$ cat src/rtl/hazard_detection_unit_pkg.sv
// Shared pipeline definitions for the hazard detection unit and its neighbours
// (forward_unit reuses the register-index constants).
package hazard_detection_unit_pkg;

    localparam int REG_IDX_W = 5;
    localparam logic [REG_IDX_W-1:0] REG_ZERO = 5'd0;

    typedef enum logic [1:0] {
        RUN   = 2'd0,
        STALL = 2'd1,
        FLUSH = 2'd2
    } hdu_state_e;

    function automatic int max2(input int a, input int b);
        return (a > b) ? a : b;
    endfunction

    // A load in EX feeds a source of the ID instruction; register 0 is never a real dependency.
    function automatic logic load_use(
        input logic                 mem_read,
        input logic [REG_IDX_W-1:0] ex_rt,
        input logic [REG_IDX_W-1:0] id_rs,
        input logic [REG_IDX_W-1:0] id_rt,
        input logic                 uses_rt
    );
        return mem_read && (ex_rt != REG_ZERO) &&
               ((ex_rt == id_rs) || (uses_rt && (ex_rt == id_rt)));
    endfunction

endpackage

$ cat src/rtl/hazard_detection_unit_if.sv
// Pipeline-control bundle between ID-stage decode and the hazard detection unit.
// HAZARD_STALL_COUNTER_EN adds the stall/flush statistics counters.
interface hazard_detection_unit_if;
    import hazard_detection_unit_pkg::*;

    logic                 ID_EX_MemRead;
    logic [REG_IDX_W-1:0] ID_EX_RegisterRt;
    logic [REG_IDX_W-1:0] IF_ID_RegisterRs;
    logic [REG_IDX_W-1:0] IF_ID_RegisterRt;
    logic                 IF_ID_UsesRt;
    logic                 Branch_Taken;
    logic                 Jump;
    logic                 PC_Write;
    logic                 IF_ID_Write;
    logic                 IF_ID_Flush;
    logic                 ID_EX_Bubble;
    logic                 Stall_Active;
`ifdef HAZARD_STALL_COUNTER_EN
    logic [31:0]          Stall_Count;
    logic [31:0]          Flush_Count;
`endif

    modport master (
        output ID_EX_MemRead, ID_EX_RegisterRt, IF_ID_RegisterRs, IF_ID_RegisterRt,
               IF_ID_UsesRt, Branch_Taken, Jump,
`ifdef HAZARD_STALL_COUNTER_EN
        input  Stall_Count, Flush_Count,
`endif
        input  PC_Write, IF_ID_Write, IF_ID_Flush, ID_EX_Bubble, Stall_Active
    );

    modport slave (
        input  ID_EX_MemRead, ID_EX_RegisterRt, IF_ID_RegisterRs, IF_ID_RegisterRt,
               IF_ID_UsesRt, Branch_Taken, Jump,
`ifdef HAZARD_STALL_COUNTER_EN
        output Stall_Count, Flush_Count,
`endif
        output PC_Write, IF_ID_Write, IF_ID_Flush, ID_EX_Bubble, Stall_Active
    );

endinterface

$ cat src/rtl/hazard_detection_unit_cycle_counter.sv
// Loadable down-counter shared by the STALL and FLUSH holds; term_o flags the last held cycle.
module hazard_cycle_counter #(
    parameter int W = 2
) (
    input  logic         clk,
    input  logic         reset,
    input  logic         load_i,
    input  logic [W-1:0] load_val_i,
    output logic         term_o
);

    logic [W-1:0] cnt_q;
    logic [W-1:0] cnt_d;

    // Next count: load wins, otherwise count down to zero and rest there.
    always_comb begin
        cnt_d = cnt_q;
        if (load_i) begin
            cnt_d = load_val_i;
        end else if (cnt_q != {W{1'b0}}) begin
            cnt_d = cnt_q - W'(1);
        end else begin
            cnt_d = cnt_q;
        end
    end

    // Count register.
    always_ff @(posedge clk or posedge reset) begin
        if (reset) begin
            cnt_q <= {W{1'b0}};
        end else begin
            cnt_q <= cnt_d;
        end
    end

    assign term_o = (cnt_q == W'(1));

endmodule

$ cat src/rtl/hazard_detection_unit.sv
// Load-use stall and branch/jump flush control for the ID stage.
// Optional statistics counters are enabled with HAZARD_STALL_COUNTER_EN.
module hazard_detection_unit
    import hazard_detection_unit_pkg::*;
#(
    parameter int LOAD_STALL_CYCLES = 1,
    parameter int FLUSH_CYCLES      = 1
) (
    input  logic                   clk,
    input  logic                   reset,
    hazard_detection_unit_if.slave hdu
);

    localparam int CNT_W = $clog2(max2(LOAD_STALL_CYCLES, FLUSH_CYCLES)) + 1;

    hdu_state_e       state_q;
    hdu_state_e       state_d;
    logic             lu_s;
    logic             br_s;
    logic             cnt_load_s;
    logic [CNT_W-1:0] cnt_val_s;
    logic             cnt_term_s;
    logic             pc_write_s;
    logic             ifid_write_s;
    logic             flush_s;
    logic             bubble_s;
    logic             stall_s;

    assign lu_s = load_use(hdu.ID_EX_MemRead, hdu.ID_EX_RegisterRt, hdu.IF_ID_RegisterRs,
                           hdu.IF_ID_RegisterRt, hdu.IF_ID_UsesRt);
    assign br_s = hdu.Branch_Taken || hdu.Jump;

    hazard_cycle_counter #(.W(CNT_W)) u_cnt (
        .clk        (clk),
        .reset      (reset),
        .load_i     (cnt_load_s),
        .load_val_i (cnt_val_s),
        .term_o     (cnt_term_s)
    );

    // State register.
    always_ff @(posedge clk or posedge reset) begin
        if (reset) begin
            state_q <= RUN;
        end else begin
            state_q <= state_d;
        end
    end

    // Next-state and counter-load decode.
    always_comb begin
        state_d    = state_q;
        cnt_load_s = 1'b0;
        cnt_val_s  = {CNT_W{1'b0}};
        case (state_q)
            RUN: begin
                if (lu_s && (LOAD_STALL_CYCLES > 1)) begin
                    state_d    = STALL;
                    cnt_load_s = 1'b1;
                    cnt_val_s  = CNT_W'(LOAD_STALL_CYCLES - 1);
                end else if (!lu_s && br_s && (FLUSH_CYCLES > 1)) begin
                    state_d    = FLUSH;
                    cnt_load_s = 1'b1;
                    cnt_val_s  = CNT_W'(FLUSH_CYCLES - 1);
                end else begin
                    state_d = RUN;
                end
            end
            STALL: begin
                if (cnt_term_s) begin
                    state_d = RUN;
                end else begin
                    state_d = STALL;
                end
            end
            FLUSH: begin
                // A fresh redirect restarts the flush window instead of ending it.
                if (br_s && (FLUSH_CYCLES > 1)) begin
                    state_d    = FLUSH;
                    cnt_load_s = 1'b1;
                    cnt_val_s  = CNT_W'(FLUSH_CYCLES - 1);
                end else if (cnt_term_s) begin
                    state_d = RUN;
                end else begin
                    state_d = FLUSH;
                end
            end
            default: begin
                state_d = RUN;
            end
        endcase
    end

    // Pipeline-control outputs, combinational so a hazard acts in the cycle it is seen.
    always_comb begin
        pc_write_s   = 1'b1;
        ifid_write_s = 1'b1;
        flush_s      = 1'b0;
        bubble_s     = 1'b0;
        stall_s      = 1'b0;
        if (reset) begin
            pc_write_s = 1'b1;
        end else begin
            case (state_q)
                RUN: begin
                    if (lu_s) begin
                        pc_write_s   = 1'b0;
                        ifid_write_s = 1'b0;
                        bubble_s     = 1'b1;
                        stall_s      = 1'b1;
                    end else if (br_s) begin
                        flush_s = 1'b1;
                    end else begin
                        flush_s = 1'b0;
                    end
                end
                STALL: begin
                    pc_write_s   = 1'b0;
                    ifid_write_s = 1'b0;
                    bubble_s     = 1'b1;
                    stall_s      = 1'b1;
                end
                FLUSH: begin
                    flush_s = 1'b1;
                end
                default: begin
                    flush_s = 1'b0;
                end
            endcase
        end
    end

    assign hdu.PC_Write     = pc_write_s;
    assign hdu.IF_ID_Write  = ifid_write_s;
    assign hdu.IF_ID_Flush  = flush_s;
    assign hdu.ID_EX_Bubble = bubble_s;
    assign hdu.Stall_Active = stall_s;

`ifdef HAZARD_STALL_COUNTER_EN
    logic [31:0] stall_cnt_q;
    logic [31:0] flush_cnt_q;

    // Saturating event counters.
    always_ff @(posedge clk or posedge reset) begin
        if (reset) begin
            stall_cnt_q <= 32'd0;
            flush_cnt_q <= 32'd0;
        end else begin
            if (stall_s && (stall_cnt_q != 32'hFFFF_FFFF)) begin
                stall_cnt_q <= stall_cnt_q + 32'd1;
            end
            if (flush_s && (flush_cnt_q != 32'hFFFF_FFFF)) begin
                flush_cnt_q <= flush_cnt_q + 32'd1;
            end
        end
    end

    assign hdu.Stall_Count = stall_cnt_q;
    assign hdu.Flush_Count = flush_cnt_q;
`endif

endmodule

$ cat src/flat_wrapper.sv
// flat-port wrapper written by rule: the top's interface ports become plain ports
module hazard_detection_unit_flat import hazard_detection_unit_pkg::*;
#(
    parameter int LOAD_STALL_CYCLES = 1,
    parameter int FLUSH_CYCLES      = 1
)
  (clk, reset, hdu_ID_EX_MemRead, hdu_ID_EX_RegisterRt, hdu_IF_ID_RegisterRs, hdu_IF_ID_RegisterRt, hdu_IF_ID_UsesRt, hdu_Branch_Taken, hdu_Jump, hdu_PC_Write, hdu_IF_ID_Write, hdu_IF_ID_Flush, hdu_ID_EX_Bubble, hdu_Stall_Active);
  hazard_detection_unit_if hdu_i ();
  input  logic clk;
  input  logic reset;
  input wire logic [$bits(hdu_i.ID_EX_MemRead)-1:0] hdu_ID_EX_MemRead;
  input wire logic [$bits(hdu_i.ID_EX_RegisterRt)-1:0] hdu_ID_EX_RegisterRt;
  input wire logic [$bits(hdu_i.IF_ID_RegisterRs)-1:0] hdu_IF_ID_RegisterRs;
  input wire logic [$bits(hdu_i.IF_ID_RegisterRt)-1:0] hdu_IF_ID_RegisterRt;
  input wire logic [$bits(hdu_i.IF_ID_UsesRt)-1:0] hdu_IF_ID_UsesRt;
  input wire logic [$bits(hdu_i.Branch_Taken)-1:0] hdu_Branch_Taken;
  input wire logic [$bits(hdu_i.Jump)-1:0] hdu_Jump;
  output wire logic [$bits(hdu_i.PC_Write)-1:0] hdu_PC_Write;
  output wire logic [$bits(hdu_i.IF_ID_Write)-1:0] hdu_IF_ID_Write;
  output wire logic [$bits(hdu_i.IF_ID_Flush)-1:0] hdu_IF_ID_Flush;
  output wire logic [$bits(hdu_i.ID_EX_Bubble)-1:0] hdu_ID_EX_Bubble;
  output wire logic [$bits(hdu_i.Stall_Active)-1:0] hdu_Stall_Active;
  assign hdu_i.ID_EX_MemRead = hdu_ID_EX_MemRead;
  assign hdu_i.ID_EX_RegisterRt = hdu_ID_EX_RegisterRt;
  assign hdu_i.IF_ID_RegisterRs = hdu_IF_ID_RegisterRs;
  assign hdu_i.IF_ID_RegisterRt = hdu_IF_ID_RegisterRt;
  assign hdu_i.IF_ID_UsesRt = hdu_IF_ID_UsesRt;
  assign hdu_i.Branch_Taken = hdu_Branch_Taken;
  assign hdu_i.Jump = hdu_Jump;
  assign hdu_PC_Write = hdu_i.PC_Write;
  assign hdu_IF_ID_Write = hdu_i.IF_ID_Write;
  assign hdu_IF_ID_Flush = hdu_i.IF_ID_Flush;
  assign hdu_ID_EX_Bubble = hdu_i.ID_EX_Bubble;
  assign hdu_Stall_Active = hdu_i.Stall_Active;
  hazard_detection_unit #(.LOAD_STALL_CYCLES(LOAD_STALL_CYCLES), .FLUSH_CYCLES(FLUSH_CYCLES)) u_core (.clk(clk), .reset(reset), .hdu(hdu_i));
endmodule
$ cat config.mk
export PLATFORM = sky130hd
export DESIGN_NAME = hazard_detection_unit_flat
export DESIGN_NICKNAME = d
export VERILOG_FILES = /design/src/rtl/hazard_detection_unit_pkg.sv /design/src/rtl/hazard_detection_unit_if.sv /design/src/rtl/hazard_detection_unit_cycle_counter.sv /design/src/rtl/hazard_detection_unit.sv /design/src/flat_wrapper.sv
export SDC_FILE = /design/constraint.sdc
export NUM_CORES = 1
export LEC_CHECK = 0
export ABC_AREA = 1
export BUFFER_PORTS_ARGS = -buffer_cell sky130_fd_sc_hd__buf_2
export CAP_MARGIN = 5
export CELL_PAD_IN_SITES_DETAIL_PLACEMENT = 1
export CELL_PAD_IN_SITES_GLOBAL_PLACEMENT = 1
export CORE_AREA = 2 2 47 49
export CTS_CLUSTER_SIZE = 25
export DETAILED_ROUTE_END_ITERATION = 12
export DIE_AREA = 0 0 49 51
export PLACE_DENSITY = 0.71
export SLEW_MARGIN = 20
export SYNTH_ARGS = -nofsm -noshare
export SYNTH_HDL_FRONTEND = slang
export SYNTH_HIERARCHICAL = 1
export SYNTH_SLANG_ARGS = --single-unit
$ cat constraint.sdc
create_clock -name clk -period 1.3 [get_ports clk]
set_input_delay 0.26 -clock clk [delete_from_list [all_inputs] [get_ports clk]]
set_output_delay 0.26 -clock clk [all_outputs]
set_load 0.03 [all_outputs]
Word-level counts from Yosys, hierarchy flattened:

Cells that the tools add are included.

* register bits: 3
* word-level logic and storage cells: 28

* mux-type cells: 14
* reductions and logical operators: 7
* equal/unequal tests: 4
* $add $sub $neg: 1

Operators by type and width (number)
* == test 5 bit: 2
* 2-to-1 mux 1 bit: 9
* one-hot mux 1 bit (2 select lines): 3
* nonzero test 5 bit: 1
* one-hot mux 2 bit (2 select lines): 1
* logical AND 1 bit: 3
* == test 2 x 1 -> 1 bit, second input constant: 1
* == test 2 bit, second input constant: 1
* logical NOT 2 bit: 1
* logical OR 1 bit: 2
* 2-to-1 mux 2 bit: 1
* subtractor 1 bit, second input constant: 1

Logic depth before layout (Yosys ltp):

Gate-level depths: netlist (run 1).

* depth after elaboration: 7
* gate-level depth with buffers: 9
* depth with buffers taken out: 9

Cells and area by module:

The synthesis (run 1) kept the hierarchy.

Modules (own cells, without submodules)
* hazard_detection_unit: times used 1, cells an instance 75, area an instance 385.4 um^2
* hazard_cycle_counter: times used 1, cells an instance 4, area an instance 36.3 um^2

Worst setup path before layout (run 1):

Ideal clock, no wire load.

* path type: register -> output
* start: reg u_core.state_q[0]
* end: out hdu_Stall_Active
* arrival time: 1.503 ns
* stages on the path, launching flop included: 6
* slack: -0.463 ns
* data required time: 1.040 ns
* buffers on the path: 1
* path through: dfrtp_1 > inv_1 > ha_1 > o21ai_0 > a21oi_1 > buf_4

* word-level cells in the longest chain between the ends: 3
* elaborated cells on any way between the ends: 4
* classes of those cells: 1 x eq/ne; 2 x mux; 1 x reduce/logical

Ends and longest elaborated chain
* start: declaration: line hazard_detection_unit.sv:16 `hdu_state_e state_q;`
* start signal: assignment: line hazard_detection_unit.sv:46 `state_q <= state_d;`
* == test 2 x 1 -> 1 bit / logical NOT 2 bit (equally long branches)
* one-hot mux 1 bit (2 select lines) *
* 2-to-1 mux 1 bit *
* end: declaration: line flat_wrapper.sv:22 `output wire logic [$bits(hdu_i.Stall_Active)-1:0] hdu_Stall_Active;`

Mark *: on every way between the ends. The rest lies on a longest branch, timed or not.

Worst setup path in the final report (run 1):

* start: reg u_core.state_q[0]
* end: out hdu_IF_ID_Write

* word-level cells in the longest chain between the ends: 3
* elaborated cells on any way between the ends: 4
* classes of those cells: 1 x eq/ne; 2 x mux; 1 x reduce/logical

Ends and longest elaborated chain
* == test 2 x 1 -> 1 bit / logical NOT 2 bit (equally long branches): line hazard_detection_unit.sv:104 `case (state_q)`
* one-hot mux 1 bit (2 select lines) *: line hazard_detection_unit.sv:104
* 2-to-1 mux 1 bit *: line hazard_detection_unit.sv:101 `if (reset) begin`
* end: declaration: line flat_wrapper.sv:19 `output wire logic [$bits(hdu_i.IF_ID_Write)-1:0] hdu_IF_ID_Write;`

Marked as above.

==> impl_summary.log, run 1 <==
INFO  metric wire_length_of_the_first_global_routing_pass = roughly 2000 um
INFO  metric initial_antenna_violation_count = 0
INFO  metric cts_tree = built
INFO  metric global_route.usage.total = 10.3%
INFO  metric setup_repair_after_global_routing_missed_its_margin = yes
INFO  metric nNetsFinal = 136
INFO  metric seq_area_frac_synth = 17.8%
INFO  metric preCtsSetupSlack = -312 ps
INFO  metric timing.setup.tns = -1200 ps
INFO  metric yosys_warnings = 6
INFO  metric coreArea = approximately 0.0021 mm2
INFO  metric port_buffers = 25
INFO  metric postSynthRegisterBits = 3
INFO  metric final_cell_count_no_fill = around 140
INFO  metric cp-end-kind = primary output
INFO  metric synth_top_cells_by_area = nand2_1 (26%), inv_1 (19%), dfrtp_1 (18%)
INFO  metric final-max-slew-violation-count = 0
INFO  metric min-delay-path-class = input pin to asynchronous set/reset pin
INFO  metric area_growth = 84.3%
INFO  metric dieHeight = 51 um
INFO  metric worst-path-max-fanout = 3
INFO  metric layout.cells.most_common_list = nand2_1 (26), buf_2 (15), inv_1 (13)
INFO  metric finalSetupViolCount = 5
INFO  metric cts_htree_levels = 1
INFO  metric post-route-period-util = 119%
INFO  metric finalClockSkew = slightly above 3 ps
INFO  metric detailedRoute.firstPassIterationCount = 2
INFO  metric netlist_area_before_placement = between 400 and 500 um2
INFO  metric synth.largest_area_cell = nand2_1
INFO  metric post_route_cells_drive_above_1_share = between 40% and 50%
INFO  metric clock_tree.root_cell = clkbuf_4
INFO  metric netlist.area_leader.share = 25.8%
INFO  metric p_per_area = 529 mW/mm2
INFO  metric longest_individual_stage_delay_on_the_worst_path = around 400 ps
INFO  metric drt_drc_violations_left = 0
INFO  metric max_buffers_root_to_sink = 2
INFO  metric clk_pin_slew_worst_setup_hold_paths = roughly 40 ps
INFO  metric max-vdd-ir-drop = approximately 0.44 mV
INFO  metric final_critical_path_setup_slack = -253 ps
INFO  metric tritoncts_num_sinks = 3
INFO  metric num_vias = about 540
INFO  metric slowest_stage = dfrtp_1
INFO  metric maxCapViolations = 0
INFO  metric total_leakage_power = roughly 0.44 nW
INFO  metric fp.dieArea = 0.00250 mm2
INFO  metric dpl.cell_count = 133
INFO  metric syn_area_per_cell = around 5.3 um2
INFO  metric max_clock_freq = 644 MHz
INFO  metric cts_made_buffers = 3
INFO  metric worstPathRequired = about 1000 ps
INFO  metric num_rows = 17
INFO  metric globalplace.congestion = between 0.7 and 0.8
INFO  metric antenna-diode-count = 0
INFO  metric outcome = complete, but fails checks
INFO  metric grt_max_degree = 5
INFO  metric period_needed = between 1500 and 2000 ps
INFO  metric violations = setup timing
INFO  metric antenna_left = 0
INFO  metric average_wire_per_cell_in_the_routed_design = ~9 um
INFO  metric via_count_of_the_first_global_routing_pass = approximately 570
INFO  metric clk-insertion-delay-late = 230 ps
INFO  metric hold_slack = 92.0 ps
INFO  metric initial_core_util = slightly above 20%
INFO  metric stdcell_area = about 780 um2
INFO  metric placedInstanceArea = around 670 um2
INFO  metric crit_chain = inv_2, ha_4, o21ai_4, a21o_4, buf_6
INFO  metric first_iter_violations = 2
INFO  metric grt_overflow_total = 0
INFO  metric detail_route.vias_per_cell = between 3 and 4
INFO  metric synth.distinct_cells = 17
INFO  metric design.portCount = 26
INFO  metric postRouteWirelength = roughly 1200 um
INFO  metric floorplan.die.width = ~49 um
INFO  metric final_common_cell = nand2_1
INFO  metric worstPathArrival = between 1000 and 1500 ps
INFO  metric place.detailed.hpwl = around 1100 um
INFO  metric start_kind = flip-flop
INFO  metric crit_type = flip-flop to primary output
INFO  metric netlist_instances = 79
INFO  metric finalHoldViolCount = 0
## layer usage
metal / share of wire (%) / wire length (um) / track usage (%)
met5: 0 / 0 / 0
met2: 55 / 673 / 20.5
met1: 40 / 487 / 10.1
met4: 0 / 0 / 5.71
met3: 5.0 / 61 / 1.46
## power breakdown
| group | internal (W) | leakage, nW | switching [W] | total, W |
|---|---|---|---|---|
| Clock | 0.000115 | 0.0150 | 0.0000474 | 0.000162 |
| Sequential | 0.0000955 | 0.0408 | 0.000000764 | 0.0000963 |
| Combinational | 0.0000728 | 0.389 | 0.0000795 | 0.000152 |
| Total | 0.000283 | 0.445 | 0.000128 | 0.000411 |
## what timing repair did
item,in CTS,in global routing
gates resized for setup,11,10
setup buffers,0,1
hold buffers,1,0
endpoints found under the setup margin,5,5
pin swaps,2,13
hold endpoints to repair,1,0
## critical path: cells and delay by family, from the launching register on
kind | cells | cell delay [ps]
DFF | 1 | 400
AOI/OAI and AO/OA | 2 | 270
buffers and inverters | 2 | 220
adders and majority gates | 1 | 160
## cells in the mapped netlist (all sizes together)
master,instances
dfrtp,3
or2,1
a21o,1
nand4,1
nand3,3
buf,2
xnor2,1
ha,3
o21ai,2
conb,1
inv,21
nand2,30
nor2,8
a21oi,2
## through the flow
stage          util [%]  power (W)
6_report           37.7   0.000411
5_1_grt            37.7   0.000443
4_1_cts            35.8   0.000414
3_5_place_dp       32.4   0.000232
3_3_place_gp       32.4   0.000228
2_1_floorplan         -   0.000175
## cell type report
type	count	area, um2
Inverter	21	93.8
Sequential cell	3	75.1
Tap cell	28	35.0
Clock buffer	4	26.3
Fill cell	281	1290
Multi-Input combinational cell	54	338
Timing Repair Buffer	29	209
## flip-flops by register name, indices dropped and copies added (netlist names)
register and cells:
u_core/state_q 2, u_core/u_cnt/term_o 1
## final timing paths
path | endpoint | cells past startpoint | from | slack (ps)
min reg2reg | u_core/state_q[0] | 1 | u_core/u_cnt/term_o | 420
max in group asynchronous | u_core/u_cnt/term_o | 3 | reset | 750
min | u_core/state_q[0] | 3 | reset | 90
max | hdu_IF_ID_Write | 5 | u_core/state_q[0] | -250
min in group clk | u_core/state_q[0] | 1 | u_core/u_cnt/term_o | 420
max reg2reg | u_core/state_q[0] | 5 | u_core/state_q[1] | 300
## cells by family (layout without fill, tap and decap cells)
kind of cell,count (synthesis),in the layout,synth area share (%)
flip-flops,3,3,17.8
adder cells (fa/ha/maj),3,3,8.90
AND/OR/NAND/NOR,43,43,41.5
AO/OA/AOI/OAI,5,5,6.53
buffers and inverters,23,54,22.3
other,1,2,0.889
XOR/XNOR,1,1,2.08
Power figures use the tool's default switching activity.
==> inputs of run 2 (changes only) <==
--- a/config.mk
+++ b/config.mk
@@ -11,9 +11,10 @@
 export CELL_PAD_IN_SITES_DETAIL_PLACEMENT = 1
 export CELL_PAD_IN_SITES_GLOBAL_PLACEMENT = 1
-export CORE_AREA = 2 2 47 49
+export CORE_AREA = 2 2 45 47
 export CTS_CLUSTER_SIZE = 25
 export DETAILED_ROUTE_END_ITERATION = 12
-export DIE_AREA = 0 0 49 51
-export PLACE_DENSITY = 0.71
+export DIE_AREA = 0 0 47 49
+export PLACE_DENSITY = 0.74
+export SKIP_LAST_GASP = 1
 export SLEW_MARGIN = 20
 export SYNTH_ARGS = -nofsm -noshare
==> constraint.sdc (replaced) <==
create_clock -name clk -period 1.6 [get_ports clk]
set_input_delay 0.08 -clock clk [delete_from_list [all_inputs] [get_ports clk]]
set_output_delay 0.08 -clock clk [all_outputs]
set_load 0.03 [all_outputs]
==> run 2 against run 1 <==
The flow now finishes without violations. Via count is 3.7% lower. Core utilization decreased by 4.8 points. Sequential power is 19% lower. Flip-flop and latch count unchanged. Sequential share of layout area grew 2.7 points. Count of clock-buffer cells in the layout unchanged. Global-route usage up 0.98 points. Die area is 7.8% lower. Critical path type unchanged.
==> impl_summary.log, run 2 (synthesized netlist as in run 1, its figures left out) <==
INFO  metric period_needed = approximately 1400 ps
INFO  metric p_per_area = approximately 500 mW/mm2
INFO  metric maxUsedRoutingLayer = met3
INFO  metric start_kind = flip-flop
INFO  metric clk-insertion-delay-late = between 200 and 250 ps
INFO  metric num_rows = 16
INFO  metric first_iter_violations = 3
INFO  metric fillerInstances = 277
INFO  metric dieHeight = 49 um
INFO  metric min-delay-path-class = input pin to asynchronous set/reset pin
INFO  metric route.met2.wl = between 500 and 600 um
INFO  metric registers.top_by_ff_count = u_core/state_q
INFO  metric area_growth = 43.6%
INFO  metric globalplace.congestion = roughly 0.76
INFO  metric antenna-diode-count = 0
INFO  metric setup_repair_after_global_routing_missed_its_margin = no
INFO  metric outcome = finished, final reports clean
INFO  metric drt_drc_violations_left = 0
INFO  metric wire_length_of_the_first_global_routing_pass = slightly below 2000 um
INFO  metric layout.cells.most_common_list = nand2_1 (29), buf_2 (25), inv_1 (21)
INFO  metric final_common_cell = nand2_1
INFO  metric initial_core_util = between 20% and 30%
INFO  metric cp-end-kind = primary output
INFO  metric max_ffs_per_register = 2
INFO  metric max_buffers_root_to_sink = 2
INFO  metric dpl.cell_count = 130
INFO  metric cts_htree_levels = 1
INFO  metric maxCapViolations = 0
INFO  metric grt_overflow_total = 0
INFO  metric nNetsFinal = 133
INFO  metric post-route-period-util = about nine tenths
INFO  metric drt-met1-wl = ~480 um
INFO  metric final-max-slew-violation-count = 0
INFO  metric finalClockSkew = 1.56 ps
INFO  metric design.portCount = 26
INFO  metric total_power = about 0.00030 W
INFO  metric max_clock_freq = ~700 MHz
INFO  metric average_wire_per_cell_in_the_routed_design = between 7 and 8 um
INFO  metric floorplan.die.width = between 40 and 50 um
INFO  metric clk_pin_slew_worst_setup_hold_paths = around 40 ps
INFO  metric detailedRoute.firstPassIterationCount = 3
INFO  metric final_cell_count_no_fill = 135
INFO  metric finalHoldViolCount = 0
INFO  metric tritoncts_num_sinks = 3
INFO  metric grt_max_degree = 5
INFO  metric initial_antenna_violation_count = 0
INFO  metric via_count_of_the_first_global_routing_pass = 538
INFO  metric global_route.usage.total = between 10% and 20%
INFO  metric cts_made_buffers = 3
INFO  metric fp.dieArea = approximately 0.0023 mm2
INFO  metric worst-path-max-fanout = 3
INFO  metric total_leakage_power = roughly 0.40 nW
INFO  metric postRouteWirelength = approximately 1100 um
INFO  metric antenna_left = 0
INFO  metric clock_tree.root_cell = clkbuf_4
INFO  metric cts_tree = built
INFO  metric worstPathRequired = about 1500 ps
INFO  metric port_buffers = 25
INFO  metric finalSetupViolCount = 0
INFO  metric detail_route.vias_per_cell = approximately 3.9
INFO  metric met3RoutedLength = approximately 47 um
INFO  metric timing.setup.tns = 0 ps
INFO  metric hold_slack = roughly 250 ps
INFO  metric worstPathArrival = roughly 1300 ps
INFO  metric post_route_cells_drive_above_1_share = about 29%
INFO  metric place.detailed.hpwl = ~1000 um
INFO  metric num_vias = between 500 and 600
INFO  metric coreArea = ~0.0018 mm2
INFO  metric max-vdd-ir-drop = about 0.24 mV
INFO  metric crit_type = flip-flop to primary output
## run 2: cell types whose count changed in the layout (fill, tap and decap cells not counted), moves of 6 or more
cell   previous run  this run
buf_2            15        25
inv_1            13        21
buf_6             7         0
buf_4             6         0
inv_2             6         0
## run 2: timing repair
item / CTS / global route
endpoints found under the hold margin: 3 / 0
gates resized for setup: 0 / 1
setup endpoints to repair: 0 / 4
hold buffers: 1 / 0
setup buffers: 0 / 0
## run 2: layer usage
metal	GRT usage, %	up-vias
met5	0	-
met4	4.17	0
met3	3.33	0
met2	18.3	13
met1	13.5	230
li1	-	281
## run 2: critical path: stages (launching register included)
cell and delay, ps:
dfrtp_1 340, inv_1 60, ha_1 230, o21ai_1 170, a21o_1 120, buf_2 190
## run 2: layout make-up
class / count / area, um2 / area share (%)
multi-input combinational: 54 / 256 / 42.4
inverter: 21 / 78.8 / 13.0
clock buffer: 4 / 26.3 / 4.34
sequential: 3 / 75.1 / 12.4
timing repair buffer: 26 / 135 / 22.3
tap: 27 / 33.8 / 5.58
## run 2: power breakdown
| group | internal, W | switching (W) | total, W |
|---|---|---|---|
| combinational | 0.0000414 | 0.0000521 | 0.0000935 |
| clock | 0.0000932 | 0.0000358 | 0.000129 |
| sequential | 0.0000777 | 0.000000635 | 0.0000783 |
| total | 0.000212 | 0.0000886 | 0.000301 |
## run 2: metrics by stage
stage	util (%)	setup slack [ps]	area [um2]
after floorplan	-	16.6	425
after global placement	30.9	408	569
after detailed placement	30.9	332	569
after CTS	32.9	90.7	606
after global routing	32.9	3.24	606
final	32.9	176	606
## run 2: path summary, 6_finish.rpt
kind / start / endpoint / slack (ps) / depth (start not counted)
max in group asynchronous: reset / u_core/state_q[1] / 1200 / 3
hold / removal: reset / u_core/u_cnt/term_o / 250 / 3
setup reg to reg: u_core/state_q[0] / u_core/state_q[1] / 690 / 4
setup / recovery: u_core/state_q[0] / hdu_PC_Write / 180 / 5
min in group clk: u_core/u_cnt/term_o / u_core/state_q[1] / 420 / 1
hold reg to reg: u_core/u_cnt/term_o / u_core/state_q[1] / 420 / 1
